[config.mk]
export PLATFORM = sky130hd
export DESIGN_NAME = sobel_window_engine
export DESIGN_NICKNAME = d
export VERILOG_FILES = /design/src/rtl/sobel_window_engine.sv
export SDC_FILE = /design/constraint.sdc
export NUM_CORES = 1
export LEC_CHECK = 0
export CAP_MARGIN = 20
export CELL_PAD_IN_SITES_DETAIL_PLACEMENT = 0
export CELL_PAD_IN_SITES_GLOBAL_PLACEMENT = 1
export CORE_MARGIN = 5
export CORE_UTILIZATION = 40
export CTS_BUF_LIST = sky130_fd_sc_hd__clkbuf_4 sky130_fd_sc_hd__clkbuf_8 sky130_fd_sc_hd__clkbuf_16
export DETAILED_ROUTE_END_ITERATION = 8
export PLACE_DENSITY_LB_ADDON = 0.25
export SYNTH_ARGS = -nofsm -noshare
export SYNTH_HDL_FRONTEND = slang
export SYNTH_SLANG_ARGS = --single-unit
export TNS_END_PERCENT = 10
[constraint.sdc]
create_clock -name clk -period 4.45 [get_ports clk]
set_input_delay 0.445 -clock clk [delete_from_list [all_inputs] [get_ports clk]]
set_output_delay 0.445 -clock clk [all_outputs]
set_load 0.01 [all_outputs]
[src/rtl/sobel_window_engine.sv]
// Streaming 3x3 Sobel stage: two line buffers feed a 3x3 window; emits |Gx|>>2, |Gy|>>2 per interior centre.
// Optional macro SOBEL_CLEAR_BORDER_EN adds a BORDER state that writes zeros to every border address.
module sobel_window_engine #(
  parameter int IMG_W  = 32,
  parameter int IMG_H  = 32,
  parameter int PIX_W  = 4,
  parameter int ADDR_W = 10
) (
  input  logic              clk,
  input  logic              rst,
  input  logic              start,
  input  logic              pix_valid,
  input  logic [PIX_W-1:0]  pix_in,
  output logic              busy,
  output logic              out_valid,
  output logic [ADDR_W-1:0] out_addr,
  output logic [PIX_W-1:0]  gx_out,
  output logic [PIX_W-1:0]  gy_out,
  output logic              done
);

  localparam int CW = (IMG_W > 1) ? $clog2(IMG_W) : 1;
  localparam int RW = (IMG_H > 1) ? $clog2(IMG_H) : 1;
  localparam int SW = PIX_W + 2;
  localparam int GW = PIX_W + 4;
  localparam logic [GW-1:0] MAXV = GW'((1 << PIX_W) - 1);

`ifdef SOBEL_CLEAR_BORDER_EN
  typedef enum logic [2:0] {IDLE, RUN, DRAIN, BORDER, DONE} state_t;
`else
  typedef enum logic [1:0] {IDLE, RUN, DRAIN, DONE} state_t;
`endif

  state_t state;

  logic [RW-1:0]     row;
  logic [CW-1:0]     col;
  logic [PIX_W-1:0]  lb_top [IMG_W];
  logic [PIX_W-1:0]  lb_mid [IMG_W];
  logic [PIX_W-1:0]  win [3][3];
  logic              pend;
  logic [ADDR_W-1:0] pend_addr;
  logic              accept;
  logic signed [GW-1:0] gx;
  logic signed [GW-1:0] gy;

`ifdef SOBEL_CLEAR_BORDER_EN
  logic [ADDR_W-1:0] baddr;
  logic [CW-1:0]     bcol;
  logic              edge_row;
`endif

  assign accept = (state == RUN) && pix_valid;

  function automatic logic [SW-1:0] wsum(input logic [PIX_W-1:0] a,
                                         input logic [PIX_W-1:0] b,
                                         input logic [PIX_W-1:0] c);
    return {2'b00, a} + {1'b0, b, 1'b0} + {2'b00, c};
  endfunction

  function automatic logic [PIX_W-1:0] scale(input logic signed [GW-1:0] g);
    logic [GW-1:0] m;
    m = g[GW-1] ? GW'(-g) : GW'(g);
    m = m >> 2;
    return (m > MAXV) ? '1 : m[PIX_W-1:0];
  endfunction

  // Column [0] is the oldest column, row [0] the oldest row.
  always_comb begin
    gx = '0;
    gy = '0;
    gx = $signed(GW'(wsum(win[0][2], win[1][2], win[2][2])))
       - $signed(GW'(wsum(win[0][0], win[1][0], win[2][0])));
    gy = $signed(GW'(wsum(win[2][0], win[2][1], win[2][2])))
       - $signed(GW'(wsum(win[0][0], win[0][1], win[0][2])));
  end

  // Line buffers are indexed by column: mid holds the previous row, top the one before.
  always_ff @(posedge clk) begin
    if (accept) begin
      lb_top[col] <= lb_mid[col];
      lb_mid[col] <= pix_in;
    end
  end

`ifdef SOBEL_CLEAR_BORDER_EN
  assign edge_row = (baddr < ADDR_W'(IMG_W)) || (baddr >= ADDR_W'((IMG_H - 1) * IMG_W));
`endif

  always_ff @(posedge clk) begin
    if (rst) begin
      state     <= IDLE;
      row       <= '0;
      col       <= '0;
      win       <= '{default: '0};
      pend      <= 1'b0;
      pend_addr <= '0;
      busy      <= 1'b0;
      done      <= 1'b0;
      out_valid <= 1'b0;
      out_addr  <= '0;
      gx_out    <= '0;
      gy_out    <= '0;
`ifdef SOBEL_CLEAR_BORDER_EN
      baddr     <= '0;
      bcol      <= '0;
`endif
    end else begin
      out_valid <= 1'b0;
      done      <= 1'b0;
      pend      <= 1'b0;
      // The window is stable until the next accept, so the result registers one edge after it.
      if (pend) begin
        out_valid <= 1'b1;
        out_addr  <= pend_addr;
        gx_out    <= scale(gx);
        gy_out    <= scale(gy);
      end
      case (state)
        IDLE: begin
          busy <= start;
          if (start) begin
            state <= RUN;
            row   <= '0;
            col   <= '0;
          end
        end
        RUN: begin
          busy <= 1'b1;
          if (pix_valid) begin
            win[0][0] <= win[0][1];
            win[0][1] <= win[0][2];
            win[0][2] <= lb_top[col];
            win[1][0] <= win[1][1];
            win[1][1] <= win[1][2];
            win[1][2] <= lb_mid[col];
            win[2][0] <= win[2][1];
            win[2][1] <= win[2][2];
            win[2][2] <= pix_in;
            pend      <= (row >= RW'(2)) && (col >= CW'(2));
            pend_addr <= ADDR_W'((int'(row) - 1) * IMG_W + int'(col) - 1);
            if (col == CW'(IMG_W - 1)) begin
              col <= '0;
              if (row == RW'(IMG_H - 1)) state <= DRAIN;
              else row <= row + 1'b1;
            end else begin
              col <= col + 1'b1;
            end
          end
        end
        DRAIN: begin
          busy <= 1'b1;
`ifdef SOBEL_CLEAR_BORDER_EN
          state <= BORDER;
          baddr <= '0;
          bcol  <= '0;
`else
          state <= DONE;
`endif
        end
`ifdef SOBEL_CLEAR_BORDER_EN
        BORDER: begin
          busy      <= 1'b1;
          out_valid <= 1'b1;
          out_addr  <= baddr;
          gx_out    <= '0;
          gy_out    <= '0;
          if (baddr == ADDR_W'(IMG_W * IMG_H - 1)) begin
            state <= DONE;
          end else if (edge_row || bcol == CW'(IMG_W - 1)) begin
            baddr <= baddr + 1'b1;
            bcol  <= (bcol == CW'(IMG_W - 1)) ? '0 : bcol + 1'b1;
          end else begin
            // Interior rows: jump straight from column 0 to the last column.
            baddr <= baddr + ADDR_W'(IMG_W - 1);
            bcol  <= CW'(IMG_W - 1);
          end
        end
`endif
        DONE: begin
          busy  <= 1'b1;
          done  <= 1'b1;
          state <= IDLE;
        end
        default: state <= IDLE;
      endcase
    end
  end

endmodule

### Word-level counts from Yosys, hierarchy flattened

Memory sizes are Yosys's and may differ from the RTL's. A register that Yosys moved wholly into a read port is not among the register bits.
Index checks and enable logic that the tools add are counted.

* input bits: 8
* logic and storage cells: 88
* output and inout port bits: 21
* bits in registers: 76
* RAM bits: 256
* memories: 2

Memory list
* lb_mid: depth 32, width 4, rd ports 1, clocked after Yosys merged registers in 1, write ports 1, line 39 `logic [PIX_W-1:0] lb_mid [IMG_W];`
* lb_top: depth 32, width 4, rd ports 1, clocked after Yosys merged registers in 1, write ports 1, line 38 `logic [PIX_W-1:0] lb_top [IMG_W];`

* add/sub/neg operators: 17
* $lt $le $gt $ge: 4
* mux-type cells: 24
* equality and inequality tests: 10
* bitwise operators: 2
* reduce and logical (&&, ||, !) cells: 10

Operators with widths (number)
* $mux W5: 8
* $add A4 B5 Y6: 4
* $add A6 B4 Y6: 4
* $pmux W5 S2: 2
* $mux W8: 2
* $neg A7 Y8: 2
* $sub A6 B6 Y7: 2
* $gt A6 B4 Y1 const B: 2
* $add A10 B6 Y10: 1
* $add A5 B1 Y5 const B: 2
* $eq A5 B5 Y1 const B: 2
* $ge A5 B2 Y1 const B: 2
* $sub A10 B2 Y10 const B: 1
* $mux W2: 4
* $mux W4: 2
* $pmux W2 S4: 1
* $ne A2 B2 Y1 const B: 3
* $reduce_or A3 Y1: 2
* $reduce_and A5 Y1: 1
* $sub A5 B1 Y5 const B: 1
* $eq A2 B2 Y1 const B: 2
* $mux W1: 4
* $ne A2 B1 Y1 const B: 2
* $reduce_and A4 Y1: 1
* 8 further kinds: 10

### Longest topological paths before layout

Gate-level depths: netlist of the first run.

* depth after elaboration: 7
* depth in mapped cells: 15
* mapped depth without buffers: 14

### Worst setup path before layout of the first run

OpenSTA, ideal clock, no wires.

* path type: flip-flop to flip-flop
* start: register, netlist name win[26]
* end: register gy_out[2]
* library setup time: 115 ps
* required time: 4335 ps
* setup slack: 803 ps
* stages on the path, launching flop included: 12
* path buffers: 0
* period minus slack after synthesis: 3647 ps
* arrival: 3533 ps
* cells stage by stage: dfxtp_1 > inv_1 > fa_1 > fa_1 > fa_1 > inv_1 > fa_1 > and2_1 > nor2b_1 > o21a_1 > o2111a_1 > a2111oi_0

* cells in the longest elaborated chain, start to end: 6

Ends and longest elaborated chain
* $add A6 B4 Y6 (*): line 58 `return {2'b00, a} + {1'b0, b, 1'b0} + {2'b00, c};`
* $sub A6 B6 Y7 (*): line 75 `- $signed(GW'(wsum(win[0][0], win[0][1], win[0][2])));`
* $neg A7 Y8: line 63 `m = g[GW-1] ? GW'(-g) : GW'(g);`
* $mux W8 (*): line 63
* $gt A6 B4 Y1: line 65 `return (m > MAXV) ? '1 : m[PIX_W-1:0];`
* $mux W4 (*): line 65
* end signal: assignment: line 117 `gy_out <= scale(gy);`
* end: declaration: line 18 `output logic [PIX_W-1:0] gy_out,`

Every way passes the cells marked *; elsewhere a longest branch is shown, timed or not.
A chain may end at the register's enable or synchronous reset.

### Worst setup path after layout of the first run

* start: register, netlist name win[26]
* end: register gy_out[2]

* cells in the longest elaborated chain, start to end: 6

Ends and longest elaborated chain (line)
* $add A6 B4 Y6 (*): 58
* $sub A6 B6 Y7 (*): 75
* $neg A7 Y8: 63
* $mux W8 (*): 63
* $gt A6 B4 Y1: 65
* $mux W4 (*): 65

Marks and branches as above.

==> impl_metrics.csv, run 1 <==
group,metric,value,unit
timing,setup_viol,0,
worst_hold_path,holdPathStages,2,
clock_tree,cts.hold.buffers_added,0,
floorplanning,die_w,202,µm
synthesis,ys_ff_latch,341,
drt,routed_wl,32.0,mm
clock_tree,clock-sinks,341,
power_and_ir_drop,comb_power_share,28.3,%
synthesis,synthTopCellsByCount,"256 x edfxtp_1, 90 x nand2_1, 85 x dfxtp_1, 82 x nor2_1, 78 x mux2i_1",
cells_and_area,n_antenna_cell,0,
cells_and_area,final_area,16800,µm²
timing,drv_slew,0,
setup_path,reg2reg_setup_slack,0.55,ns
setup_path,setup.worst_path.end_class,"register",
floorplanning,dieArea,40800,µm²
power_and_ir_drop,p_leak,5.47,nW
drt,routedWlPerCell,20.2,µm
clock_tree,clk_latency,0.56,ns
clock_tree,clk_pin_slew,0.06,ns
placement,post_dp_cell_area,15600,µm²
global_route,antenna_found_initial,1,
clock_tree,post_cts_buffers,0,
drt,drc,0,
drt,viasPerCell,5.22,
power_and_ir_drop,ir_drop,0.293,mV
synthesis,synthesis.area,14700,µm²
setup_path,worstSetupPathType,"reg2reg",
floorplanning,initial_core_util,40.3,%
timing,max_freq,256,MHz
drt,drtIter0Drc,496,
timing,fin_skew,0.0219,ns
timing,fin_crit_sh,87.6,%
worst_hold_path,hp-class,"in2reg",
synthesis,synth-edff-count,256,
power_and_ir_drop,switching_share,31.4,%
power_and_ir_drop,pwr-share-seq,40.1,%
timing,slew-limit-headroom,29.4,%
global_route,grt_pass1_wl,49.9,mm
cells_and_area,nFillCells,3260,
cells_and_area,drive_gt1_share,11.5,%
synthesis,ys_seq_area_share,63.7,%
synthesis,syn_inst,1053,
power_and_ir_drop,p_sw,3.01,mW
setup_path,reg2regPathDepth,12,
power_and_ir_drop,powerDensity,571,nW/µm²
placement,gp_congestion,0.785,
cells_and_area,fin_nets,1159,
power_and_ir_drop,p_int,6.57,mW
synthesis,syn_nets,1123,
synthesis,synth.most_common_cell,"edfxtp_1",
setup_path,cp.required,4.89,ns
timing,worst_slew_pin_slew,1.05,ns
setup_path,start_kind,"register",
job,cap_violations,0,
floorplanning,coreArea,36500,µm²
setup_path,r2r_end,"gy_out[2]",
setup_path,worstPathArrival,4.34,ns
synthesis,synth_cell_type_count,58,
cells_and_area,syn_to_final_growth,14.0,%
clock_tree,cts-root-buf,"clkbuf_16",
clock_tree,clockBufferDepth,3,
timing,rsz0062_at_grt,"false",
global_route,grt-ovfl-total,0,
synthesis,syn_avg_cell_area,14.0,µm²
synthesis,async_flop_share,0,%
timing,fin_tns_setup,0,ns
synthesis,synth-main-ff-cell,"edfxtp_1",
worst_hold_path,min_from,"rst",
synthesis,yosysTopAreaCell,"edfxtp_1",
floorplanning,num_rows,70,
power_and_ir_drop,clock_power_share,31.7,%
synthesis,synth-warning-count,0,
setup_path,reg2reg_from,"win[26]",
drt,vias,8272,
timing,hold_violations,0,
global_route,grt_usage,15.8,%
setup_path,cp_max_fo,5,
placement,hpwl,20.5,mm
drt,ant_nets,0,
clock_tree,cts_max_level,2,
floorplanning,io_pins,29,
placement,io_buffers,28,
status,status,"completed",
global_route,grt_start_max_net_pins,53,
drt,drtPass1Iterations,5,
clock_tree,cts_resized,0,
clock_tree,cts_tree,"yes",
synthesis,synth.area.top_cells,"edfxtp_1 52%, dfxtp_1 12%, mux4_2 5.3%, mux2i_1 5.3%, fa_1 4.1%",
timing,min_period,3.90,ns
floorplanning,fp.dieH,202,µm
clock_tree,cts_buffers,38,
synthesis,yosysTopAreaCellShare,52.2,%
global_route,first_global_vias,8299,
worst_hold_path,hold-path-endpoint,"gy_out[2]",
## power by group through the flow
stage / Combinational [mW] / Sequential, mW / Clock (mW)
floorplan: 2.10 / 3.80 / 0
global placement: 2.69 / 3.91 / 0
detailed placement: 2.71 / 3.91 / 0
CTS: 2.73 / 3.85 / 3.12
global route: 3.03 / 3.86 / 3.26
finish: 2.71 / 3.84 / 3.04
## stage by stage
step / utilization [%] / cells / setup slack, ns / hold WS (ns) / total power, mW
after global placement: 42.6 / 1517 / 0.616 / 0.436 / 6.60
after detailed placement: 42.6 / 1517 / 0.548 / 0.442 / 6.62
final: 46.0 / 1586 / 0.551 / 0.155 / 9.59
after CTS: 46.0 / 1586 / 0.538 / 0.135 / 9.70
after floorplan: - / 1053 / 0.803 / 0.432 / 5.90
after global routing: 46.0 / 1586 / 0.281 / 0.142 / 10.2
## worst max-delay path by stage
stage / start / endpoint / slack [ns]
floorplan: win[26] / gy_out[2] / 0.80
global placement: win[26] / gy_out[2] / 0.62
detailed placement: win[26] / gy_out[2] / 0.55
CTS: win[26] / gy_out[2] / 0.54
global route: win[26] / gy_out[2] / 0.28
finish: win[26] / gy_out[2] / 0.55
## registers in the layout, summed over array words and instances, names as in the netlist, named ones only
signal and count:
state 2, out_valid 1, busy 1, gy_out 4
col 5, out_addr 10, pend_addr 10, row 5
gx_out 4, done 1, win 36, lb_mid 128
pend 1, lb_top 128
## cell usage in the layout (no fill, tap or decap), drive strengths merged, types with 5 or more instances in the layout
cell type,Yosys,routed
fa,30,30
clkbuf,34,54
edfxtp,256,256
and3,5,5
clkdlybuf4s50,0,27
nor3,7,7
nor2,82,82
xnor2,11,11
xor2,9,9
ha,32,32
dfxtp,85,85
mux4,35,35
a211oi,11,11
o21ai,12,12
a21o,5,5
a32o,5,5
nor4,7,7
buf,18,21
inv,63,65
a21oi,62,62
nand2,90,90
clkinv,0,11
nor2b,10,10
nand3,10,10
nand2b,7,7
mux2i,78,78
a22oi,39,39
## final cells by class
cell class	instances	area, µm²	share of cell area [%]
clock buffer	54	1110	6.63
tap	468	586	3.49
multi-input combinational	597	4920	29.3
sequential	341	9400	55.9
inverter	63	236	1.41
timing repair buffer	48	425	2.53
clock inverter	15	119	0.708
## worst max-delay path, stage by stage (launching register included)
cell and delay, ns:
dfxtp_1 0.36, inv_1 0.09, fa_1 0.50, fa_1 0.52
fa_1 0.58, inv_1 0.07, fa_1 0.51, nor2b_1 0.30
nand3_1 0.12, o22ai_1 0.14, a21oi_1 0.11, o2111a_1 0.15
a2111oi_0 0.33
## per-layer routing
metal	global-route usage, %	part of all wire, %
met3	3.69	5.3
met2	24.9	46
met1	22.4	47
met5	0	0
met4	3.81	1.8
## cells by family after synthesis
group	Yosys count	share of synthesized area, %
muxes	114	10.7
and+or+nand+nor	239	7.22
DFF	341	63.7
AOI/OAI and AO/OA	162	7.27
xor gates and xnor gates	20	1.19
adders and majority gates	62	6.79
buffers and inverters	115	3.09
Power figures use the tool's default switching activity.
==> run 2, diff against run 1 <==
- CORE_UTILIZATION: 40 -> 52
==> run 2 against run 1 <==
Against the previous run: first-iteration DRC count rose by 11%; core utilization rose by 14 points; largest cell class unchanged; routed wire length fell by 6.4%; final area fell by 1.0%; register-to-register slack got worse by 0.04 ns; critical path depth did not move; clock skew fell by 0.0036 ns; die area fell by 22%; global-route usage rose by 3.5 points.
==> impl_metrics.csv, run 2 (synthesis gave the netlist of run 1 again) <==
group,metric,value,unit
power_and_ir_drop,power,9.42,mW
cells_and_area,register_area,9400,µm²
cells_and_area,reg.largest.list,"lb_mid: 128 flops, lb_top: 128 flops, win: 36 flops",
setup_path,cp_slowest_stage_delay,0.58,ns
setup_path,cp.buffers_inverters,2,
drt,vias,8407,
power_and_ir_drop,ir_drop,0.369,mV
floorplanning,fp.dieH,178,µm
power_and_ir_drop,powerDensity,567,nW/µm²
clock_tree,cts_tree,"yes",
global_route,grt-ovfl-total,0,
cells_and_area,final_cell_mix,"256 x edfxtp_1, 90 x nand2_1, 82 x nor2_1, 82 x dfxtp_1, 78 x mux2i_1",
global_route,antenna_found_initial,0,
setup_path,start_kind,"register",
setup_path,critPathMostFrequentCell,"fa_1",
clock_tree,clock-sinks,341,
setup_path,worstSetupPathType,"reg2reg",
drt,drtPass1Iterations,5,
drt,viasPerCell,5.63,
cells_and_area,final_area,16600,µm²
floorplanning,io_pins,29,
floorplanning,num_rows,61,
cells_and_area,fin_nets,1156,
global_route,grt_start_max_net_pins,54,
clock_tree,post_cts_buffers,0,
setup_path,crit_path_cell_trace,"inv_1 > fa_1 > fa_1 > fa_1 > inv_1 > fa_1 > nor2b_1 > nand3_1 > o22ai_1 > a21oi_1 > o2111a_1 > a2111oi_0",
job,cap_violations,0,
timing,hold_violations,0,
timing,setup_viol,0,
worst_hold_path,min_from,"gx_out[3]",
worst_hold_path,hp-class,"reg2reg",
clock_tree,cts_buffers,36,
timing,slew-limit-headroom,25.9,%
clock_tree,cts.hold.buffers_added,0,
placement,post_dp_cell_area,15400,µm²
clock_tree,clockBufferDepth,3,
clock_tree,clk_latency,0.51,ns
setup_path,startpoint,"win[26]",
timing,rsz0062_at_grt,"false",
cells_and_area,nFillCells,2162,
global_route,grt_pass1_wl,47.0,mm
global_route,first_global_vias,8303,
drt,drc,0,
drt,routedWlPerCell,20.1,µm
placement,io_buffers,28,
cells_and_area,multi_input_comb_area,4920,µm²
floorplanning,die_w,178,µm
timing,drv_slew,0,
timing,min_period,3.94,ns
cells_and_area,final_common_cell,"edfxtp_1",
timing,fin_crit_sh,88.6,%
drt,routed_wl,30.0,mm
floorplanning,initial_core_util,52.9,%
cells_and_area,syn_to_final_growth,12.8,%
placement,gp_congestion,0.761,
timing,worst_slew_pin_slew,1.11,ns
timing,worst_slack,0.506,ns
power_and_ir_drop,p_leak,5.45,nW
setup_path,slowest_stage,"fa_1",
setup_path,cp.required,4.83,ns
floorplanning,dieArea,31800,µm²
clock_tree,cts_resized,0,
floorplanning,coreArea,27900,µm²
drt,ant_nets,0,
cells_and_area,drive_gt1_share,11.6,%
setup_path,worstPathArrival,4.32,ns
cells_and_area,n_antenna_cell,0,
global_route,grt_usage,19.3,%
timing,max_freq,254,MHz
timing,fin_skew,0.0183,ns
clock_tree,cts-root-buf,"clkbuf_16",
timing,holdWs,0.448,ns
timing,fin_tns_setup,0,ns
placement,hpwl,19.6,mm
drt,drtIter0Drc,553,
setup_path,cp_max_fo,5,
clock_tree,cts_max_level,2,
setup_path,critPathTopFamily,"adder cells",
status,status,"completed",
clock_tree,clk_pin_slew,0.06,ns
placement,place_ws,0.526,ns
setup_path,setup.worst_path.end_class,"register",
setup_path,reg2reg_from,"win[26]",
run 2: cell count changes in the layout (fill, tap and decap cells not counted), sizes merged:
cell	before	now
bufinv	0	1
clkinv	11	10
clkbuf	54	53
buf	21	20
clkinvlp	2	0
run 2: area by class of cell:
class                      instances  share of cell area [%]
clock buffer                      53                    6.52
clock inverter                    13                   0.557
inverter                          63                    1.42
multi-input combinational        597                    29.6
sequential                       341                    56.5
tap                              378                    2.85
timing repair buffer              47                    2.51
run 2: through the flow:
step	util, %	std cells
5_1_grt	59.7	1492
2_1_floorplan	-	1053
4_1_cts	59.7	1492
3_5_place_dp	55.4	1426
3_3_place_gp	55.4	1426
6_report	59.7	1492
run 2: power breakdown:
group | internal, mW | switching [mW] | total (mW)
Sequential | 3.68 | 0.137 | 3.82
Combinational | 1.12 | 1.56 | 2.68
Clock | 1.75 | 1.16 | 2.91
run 2: metal layers:
layer / wire (µm) / up-vias / track usage [%]
li1: - / 3934 / -
met1: 13100 / 4203 / 26.6
met2: 14700 / 238 / 32.5
met3: 1780 / 32 / 3.39
met4: 447 / 0 / 4.45
met5: 0 / - / 0
run 2: worst paths after layout:
check	endpoint	slack [ns]	depth (start not counted)
worst min register to register	gx_out[3]	0.45	2
worst max-delay path	gy_out[2]	0.51	12
worst min-delay path	gx_out[3]	0.45	2
worst max register to register	gy_out[2]	0.51	12
run 2: worst register-to-register path: cells and delay by family, from the launching register on:
family	cells	cell delay (ns)
buffers and inverters	2	0.16
flip-flops	1	0.36
AO/OA/AOI/OAI	4	0.76
adder cells (fa/ha/maj)	4	2.11
AND/OR/NAND/NOR	2	0.42
==> run 3, diff against run 2 <==
- PLACE_DENSITY_LB_ADDON: 0.25 -> 0.2
==> run 3 against run 2 <==
Against the previous run: cell count is essentially flat; combinational power is essentially flat; total power shrank 1.3%; largest cell class unchanged; non-clock buffer count grew 2; count of clock-buffer cells in the layout shrank 8; highest routed layer unchanged; flip-flop and latch count is the same; maximum frequency grew 2.1%; global-route usage grew 0.62 points; worst setup slack gained 0.083 ns; clock skew grew 0.0016 ns; first-iteration DRC count grew 9.4%; largest power group unchanged; critical path depth is the same.
==> impl_metrics.csv, run 3 (synthesis gave the netlist of run 1 again) <==
group,metric,value,unit
placement,hpwl,20.3,mm
global_route,grt_start_max_net_pins,39,
cells_and_area,syn_to_final_growth,12.6,%
timing,setup_viol,0,
setup_path,slowest_stage,"fa_1",
timing,drv_slew,0,
global_route,antenna_found_initial,0,
global_route,grt-ovfl-total,0,
setup_path,critPathMostFrequentCell,"fa_1",
cells_and_area,final_common_cell,"edfxtp_1",
drt,routedWlPerCell,20.5,µm
power_and_ir_drop,p_sw,2.88,mW
setup_path,cp.required,4.84,ns
placement,gp_congestion,0.782,
clock_tree,cts_max_level,2,
drt,viasPerCell,5.55,
clock_tree,clk_pin_slew,0.06,ns
cells_and_area,fin_nets,1158,
clock_tree,cts_tree,"yes",
timing,min_period,3.86,ns
cells_and_area,drive_gt1_share,11.3,%
setup_path,worstSetupPathType,"reg2reg",
power_and_ir_drop,clock_power_share,30.1,%
setup_path,cp_max_fo,5,
cells_and_area,nFillCells,2163,
cells_and_area,reg.largest.list,"lb_mid: 128 flops, lb_top: 128 flops, win: 36 flops",
clock_tree,cts_buffers,36,
timing,fin_tns_setup,0,ns
floorplanning,io_pins,29,
drt,drc,0,
clock_tree,cts-root-buf,"clkbuf_16",
clock_tree,cts_resized,0,
global_route,grt_use_met2,33.1,%
cells_and_area,n_antenna_cell,0,
power_and_ir_drop,pwr-share-seq,41.0,%
global_route,grt_most_used_layer,"met2",
setup_path,setup.worst_path.end_class,"register",
floorplanning,dieArea,31800,µm²
power_and_ir_drop,p_leak,5.43,nW
drt,vias,8288,
global_route,first_global_vias,8395,
setup_path,cp_slowest_stage_delay,0.58,ns
drt,drtPass1Iterations,5,
timing,hold_violations,0,
status,status,"completed",
power_and_ir_drop,switching_share,31.0,%
worst_hold_path,hp-class,"in2reg",
timing,rsz0062_at_grt,"false",
power_and_ir_drop,powerDensity,560,nW/µm²
placement,io_buffers,28,
cells_and_area,fin_cells,1493,
timing,fin_crit_sh,86.8,%
global_route,grt_pass1_wl,48.2,mm
setup_path,start_kind,"register",
setup_path,crit_path_cell_trace,"inv_1 > fa_1 > fa_1 > fa_1 > inv_1 > fa_1 > nor2b_1 > nand3_1 > o22ai_1 > a21oi_1 > o2111a_1 > a2111oi_0",
drt,ant_nets,0,
clock_tree,post_cts_buffers,0,
floorplanning,fp.dieH,178,µm
floorplanning,die_w,178,µm
setup_path,cp.buffers_inverters,2,
clock_tree,cts.hold.buffers_added,0,
setup_path,worstPathArrival,4.26,ns
placement,post-place-cells,1428,
clock_tree,clockBufferDepth,3,
power_and_ir_drop,p_int,6.41,mW
floorplanning,num_rows,61,
drt,routed_wl,30.5,mm
power_and_ir_drop,comb_power_share,28.9,%
timing,slew-limit-headroom,29.1,%
clock_tree,clock-sinks,341,
timing,fin_skew,0.0198,ns
floorplanning,initial_core_util,52.9,%
drt,drtIter0Drc,605,
cells_and_area,final_cell_mix,"256 x edfxtp_1, 90 x nand2_1, 82 x nor2_1, 82 x dfxtp_1, 78 x mux2i_1",
timing,max_freq,259,MHz
timing,worst_slew_pin_slew,1.06,ns
job,cap_violations,0,
clock_tree,clk_latency,0.52,ns
power_and_ir_drop,ir_drop,0.367,mV
floorplanning,coreArea,27900,µm²
setup_path,critPathTopFamily,"adder cells",
global_route,use_met1,28.2,%
global_route,grt_usage,19.9,%
global_route,gr-usage-met3,2.99,%
-- run 3: area by class of cell --
| class | count | area (µm²) | area share (%) |
|---|---|---|---|
| Sequential cell | 341 | 9400 | 56.6 |
| Timing Repair Buffer | 49 | 465 | 2.80 |
| Tap cell | 378 | 473 | 2.85 |
| Inverter | 63 | 236 | 1.42 |
| Clock inverter | 20 | 133 | 0.799 |
| Clock buffer | 45 | 975 | 5.87 |
| Multi-Input combinational cell | 597 | 4920 | 29.6 |
-- run 3: final timing paths --
path	from	slack (ns)	cells after the start	endpoint
max	win[26]	0.59	12	gy_out[2]
min	rst	0.41	2	state[1]
min reg2reg	win[17]	0.45	2	win[21]
max reg2reg	win[26]	0.59	12	gy_out[2]
-- run 3: per-stage QoR --
stage | instance area, µm² | total power [mW] | utilization, % | hold slack (ns) | setup slack (ns)
floorplan | 14700 | 5.90 | - | 0.432 | 0.803
global placement | 15500 | 6.57 | 55.5 | 0.439 | 0.614
detailed placement | 15500 | 6.59 | 55.6 | 0.445 | 0.605
CTS | 16600 | 9.39 | 59.6 | 0.413 | 0.572
global route | 16600 | 9.88 | 59.6 | 0.439 | 0.242
finish | 16600 | 9.30 | 59.6 | 0.409 | 0.589
-- run 3: routing by layer --
metal | vias up | part of all wire (%)
li1 | 3941 | -
met1 | 4110 | 44
met2 | 192 | 49
met3 | 45 | 5.3
met4 | 0 | 1.9
met5 | - | 0
-- run 3: worst reg2reg max path, stage by stage, from the launching register on --
cell       delay [ns]
dfxtp_1          0.36
inv_1            0.09
fa_1             0.51
fa_1             0.53
fa_1             0.58
inv_1            0.07
fa_1             0.50
nor2b_1          0.29
nand3_1          0.11
o22ai_1          0.14
a21oi_1          0.11
o2111a_1         0.13
a2111oi_0        0.32
-- run 3: power by group through the flow --
stage	sequential [mW]	clock (mW)	combinational [mW]
4_1_cts	3.82	2.86	2.71
3_5_place_dp	3.89	0	2.70
6_report	3.82	2.80	2.69
2_1_floorplan	3.80	0	2.10
5_1_grt	3.84	3.00	3.03
3_3_place_gp	3.89	0	2.68
